==> config.mk <==
export PLATFORM = sky130hd
export DESIGN_NAME = periodic_caller
export DESIGN_NICKNAME = d
export VERILOG_FILES = /design/src/rtl/periodic_caller.sv
export SDC_FILE = /design/constraint.sdc
export NUM_CORES = 1
export LEC_CHECK = 0
export ABC_AREA = 1
export ABC_CLOCK_PERIOD_IN_PS = 5300
export CORE_MARGIN = 3
export CORE_UTILIZATION = 45
export CTS_CLUSTER_DIAMETER = 50
export DETAILED_ROUTE_END_ITERATION = 7
export PLACE_DENSITY = 0.66
export SLEW_MARGIN = 20
export SYNTH_ARGS = -nofsm -noshare
export SYNTH_HDL_FRONTEND = slang
export SYNTH_SLANG_ARGS = --single-unit
==> constraint.sdc <==
create_clock -name clock -period 5.3 [get_ports clock]
set_input_delay 1.06 -clock clock [delete_from_list [all_inputs] [get_ports clock]]
set_output_delay 1.06 -clock clock [all_outputs]
set_load 0.01 [all_outputs]
==> src/rtl/periodic_caller.sv <==
// Initiator side of a start/done call handshake: issues start pulses at a programmable
// period, measures per-call latency, flags overruns and aborts on a watchdog timeout.
module periodic_caller #(
    parameter int CNT_W  = 32,
    parameter int CALL_W = 16
) (
    input  logic              clock,
    input  logic              reset,
    input  logic              enable,
    input  logic              clear,
    input  logic [CNT_W-1:0]  period,
    input  logic [CNT_W-1:0]  timeout,
    output logic              callee_start,
    input  logic              callee_done,
    output logic              busy,
    output logic [CALL_W-1:0] call_count,
    output logic [CNT_W-1:0]  last_latency,
    output logic [CNT_W-1:0]  max_latency,
    output logic              overrun,
    output logic              timeout_err
);

    typedef enum logic [2:0] {
        IDLE  = 3'd0,
        CALL  = 3'd1,
        WAIT  = 3'd2,
        GAP   = 3'd3,
        ERROR = 3'd4
    } state_t;

    localparam logic [CNT_W-1:0]  CNT_ONE  = CNT_W'(1);
    localparam logic [CNT_W-1:0]  CNT_MAX  = '1;
    localparam logic [CALL_W-1:0] CALL_ONE = CALL_W'(1);

    state_t           state_reg;
    state_t           state_next;
    logic [CNT_W-1:0] pcnt_reg;
    logic [CNT_W-1:0] lcnt_reg;
    logic [CNT_W-1:0] p_reg;
    logic [CNT_W-1:0] t_reg;

    logic [CNT_W-1:0] p_eff;
    logic [CNT_W-1:0] p_minus1;
    logic             done_hit;
    logic             wd_hit;
    logic             chain_call;
    logic             gap_end;

    assign p_eff    = (period == '0) ? CNT_ONE : period;
    assign p_minus1 = p_reg - CNT_ONE;
    assign done_hit = (state_reg == WAIT) && callee_done;
    assign wd_hit   = (state_reg == WAIT) && !callee_done && (t_reg != '0) && (lcnt_reg == t_reg);

    // lcnt equals pcnt while waiting, so a call finishing at P-1 or later goes straight
    // back to CALL; that keeps the spacing at exactly P whenever the callee allows it.
    assign chain_call = (lcnt_reg >= p_minus1);
    assign gap_end    = (pcnt_reg >= p_minus1);

    always_comb begin
        state_next = state_reg;
        unique case (state_reg)
            IDLE: begin
                if (enable) state_next = CALL;
            end
            CALL: begin
                state_next = WAIT;
            end
            WAIT: begin
                if (callee_done) begin
                    if (!enable)         state_next = IDLE;
                    else if (chain_call) state_next = CALL;
                    else                 state_next = GAP;
                end else if (wd_hit) begin
                    state_next = ERROR;
                end
            end
            GAP: begin
                if (!enable)      state_next = IDLE;
                else if (gap_end) state_next = CALL;
            end
            ERROR: begin
                if (!enable) state_next = IDLE;
            end
            default: state_next = IDLE;
        endcase
    end

    always_ff @(posedge clock) begin
        if (!reset) begin
            state_reg    <= IDLE;
            pcnt_reg     <= '0;
            lcnt_reg     <= '0;
            p_reg        <= '0;
            t_reg        <= '0;
            callee_start <= 1'b0;
            busy         <= 1'b0;
            call_count   <= '0;
            last_latency <= '0;
            max_latency  <= '0;
            overrun      <= 1'b0;
            timeout_err  <= 1'b0;
        end else begin
            state_reg    <= state_next;
            callee_start <= (state_next == CALL);
            busy         <= (state_next != IDLE);

            // Both counters saturate so a stuck callee never produces a false match.
            if (state_next == CALL)
                pcnt_reg <= '0;
            else if (pcnt_reg != CNT_MAX)
                pcnt_reg <= pcnt_reg + CNT_ONE;

            if (state_reg == CALL)
                lcnt_reg <= CNT_ONE;
            else if (state_reg == WAIT && lcnt_reg != CNT_MAX)
                lcnt_reg <= lcnt_reg + CNT_ONE;

            if (state_reg == CALL) begin
                p_reg <= p_eff;
                t_reg <= timeout;
            end

            if (done_hit)
                last_latency <= lcnt_reg;

            if (clear) begin
                max_latency <= '0;
                call_count  <= '0;
            end else if (done_hit) begin
                if (lcnt_reg > max_latency)
                    max_latency <= lcnt_reg;
                call_count <= call_count + CALL_ONE;
            end

            // A flag raised in the same cycle as clear survives, so the event is not lost.
            overrun     <= (overrun && !clear) || (done_hit && (lcnt_reg > p_reg));
            timeout_err <= (timeout_err && !clear) || wd_hit;
        end
    end

endmodule
==> run metrics <==
pwr dens 293.6 nW/um^2; Clk pin slew, worst setup/hold paths around 0.06 ns; Max Freq around 220 MHz; Initial DRC Count 941; total global-route track usage between 20% and 30%; number of synthesized flops with an enable pin 0; H-Tree Depth 1; CTS buffer count 28; antenna viol nets, final 0; Crit. End Element flip-flop; Area growth syn-to-layout 22.20%; max-slew violations 0; Die W 175.5 um; Critical Path Start Type flip-flop; Worst Path Max Fanout 32; Mapped Area 12930 sq um; total wire length about 40000 um; YS warnings 0; actual slew at the worst max-slew pin 0.8857 ns; crit path DAT 4.89 ns; Relative slew margins 39.42%; TNS Setup 0 ns; WL/cell 17.20 um; Psw 1.300 mW; pre-CTS setup slack 0.8564 ns; Cell Area, Placed 14740 sq um; clock buffer depth 3; Final Hold Fails 0; number of global-route vias before repair around 12000; combinational fraction of design power 17.1%; largest net degree at the start of global routing 55; RSZ-0062 raised after global routing false; TritonRoute pass-1 iters 6; Worst Path Required 5.69 ns; die area 30810 sq um; Clk Latency, worst-skew pair roughly 0.57 ns; placed wire-length estimate 29880 um; initial antenna violation count 0; Num Clock Sinks between 200 and 250; setup bufs post-CTS 0; Post-synth top flop dfxtp_1; max cap viols 0; Nets 2104; overall power around 4.6 mW; Worst Slack Setup Final 0.7972 ns; syn_nets just under 2000; # hold bufs at CTS 0; R2R Setup Slk 0.80 ns; CTS tree built; Placement Rows 61; Remaining Overflow, GRT 0; kind of critical path reg2reg; gp weighted congestion 0.9503; number of vias per cell 5.437; I/O pin count 153; Net Sw Frac around 28%; PostCTS Resize Cnt 0; status finished, final reports clean; Clock power frac between 40% and 50%; first-pass GRT wire length approximately 63000 um; Peak VDD IR 242.9 uV; Post-Synthesis Cells 1780; post-route cell area 15810 sq um; Async S/R FF share, synth 0%; Initial Util 46.05%; Hold Path Class reg2reg; Vias about 13000; Fin Clk Skew 0.03980 ns; Leak between 6 and 7 nW; sequential area share after synthesis approximately 33%; sequential power share 36.9%; # setup viols final 0; internal power between 3 and 4 mW; syn_area_per_cell 7.266 sq um; worst hold slack 0.4565 ns; Antenna diodes 0; final period utilization between 80 and 90%; Root Buffer clkbuf_16; DRC Markers 0; Port Buffer Count 152; die height 175.5 um; minimum clock period ~4.5 ns; Seq cells post-synth 215; core area roughly 28000 sq um; share of cells above drive strength 1 under 10%; library cells used by synthesis 50
[cell type report]
class / instances / area (sq um)
Clock buffer: 39 / 822.0
Clock inverter: 13 / 247.7
Fill cell: 2693 / 12280
Inverter: 195 / 732.0
Multi-Input combinational cell: 1301 / 7620
Sequential cell: 215 / 4304
Tap cell: 378 / 473.0
Timing Repair Buffer: 164 / 1607
[path summary, 6_finish.rpt]
path	start	end	depth (start not counted)
worst max-delay path	p_reg[0]$_SDFFE_PN0P_	pcnt_reg[21]$_SDFFE_PP0P_	24
worst min-delay path	overrun$_SDFF_PN0_	overrun$_SDFF_PN0_	2
worst min register to register	overrun$_SDFF_PN0_	overrun$_SDFF_PN0_	2
worst max register to register	p_reg[0]$_SDFFE_PN0P_	pcnt_reg[21]$_SDFFE_PP0P_	24
[cells in the mapped netlist (7+ instances only)]
library cell    n  area [sq um]
a21oi_1       168         840.8
nand2_1       323          1212
xnor2_1        35         306.5
o21ai_0        80         400.4
clkbuf_1       57         214.0
dfxtp_1       215          4304
nand3_1        86         430.4
o21a_1          7         52.55
buf_2           7         35.03
a211oi_1        9         67.56
nor4_1         29         181.4
inv_1         187         701.9
ha_1          130          1627
nor3_1         59         295.3
xor2_1         65         569.3
nor2_1        189         709.4
o22ai_1        12         75.07
nand4_1        46         287.8
nand2_2         7         43.79
[power groups by stage]
stage	clock network [mW]	logic, mW	registers (mW)
CTS	2.16	0.792	1.71
detailed placement	0	0.788	1.75
global placement	0	0.767	1.74
finish	2.14	0.792	1.71
floorplan	0	0.527	1.74
global route	2.24	0.894	1.72
[routing by layer]
metal | GRT usage (%) | up-vias | wire (um)
li1 | - | 6214 | -
met1 | 32.11 | 5808 | 17090
met2 | 42.97 | 390 | 18270
met3 | 3.826 | 120 | 2266
met4 | 11.75 | 0 | 2006
met5 | 0 | - | 0
[per-stage QoR]
| step | std cells | util [%] |
|---|---|---|
| 2_1_floorplan | 1780 | - |
| 3_3_place_gp | 2253 | 52.46 |
| 3_5_place_dp | 2253 | 52.46 |
| 4_1_cts | 2305 | 56.27 |
| 5_1_grt | 2305 | 56.27 |
| 6_report | 2305 | 56.27 |
[kinds of logic (layout without fill, tap and decap cells)]
group                      count (synthesis)  in the layout  synth area share, %
AOI/OAI and AO/OA                        298            298                12.47
xor gates and xnor gates                 100            100                6.772
adders and majority gates                130            130                12.58
buffers and inverters                    264            411                7.904
DFF                                      215            215                33.28
and+or+nand+nor                          773            773                27.00
[layout by cell type (no fill, tap or decap), types with 59 or more instances in the layout]
cell / synthesis / layout
ha_1: 130 / 130
nand2_1: 323 / 323
o21ai_0: 80 / 80
nor2_1: 189 / 189
dfxtp_1: 215 / 215
nor3_1: 59 / 59
xor2_1: 65 / 65
inv_1: 187 / 187
a21oi_1: 168 / 168
nand3_1: 86 / 86
clkdlybuf4s50_1: 0 / 151
[critical path, cell delays in order (launching register included)]
cell and delay [ns]:
dfxtp_1 0.31, inv_1 0.16, ha_1 0.26, nand3_2 0.14, nor2_4 0.17, nand2_4 0.09
inv_1 0.10, nand4_1 0.16, nor3_1 0.33, nand4_1 0.21, nor2_1 0.23, nand3_1 0.12
xor2_1 0.17, ha_1 0.28, nand2_1 0.04, inv_1 0.07, nand3_1 0.06, nor3_1 0.18
nand4_1 0.11, nor2_1 0.12, a21oi_1 0.09, a21oi_2 0.21, nand3_1 0.13, nand2_2 0.51
nor2_1 0.10
No activity file was read; power rests on OpenSTA's default activity.
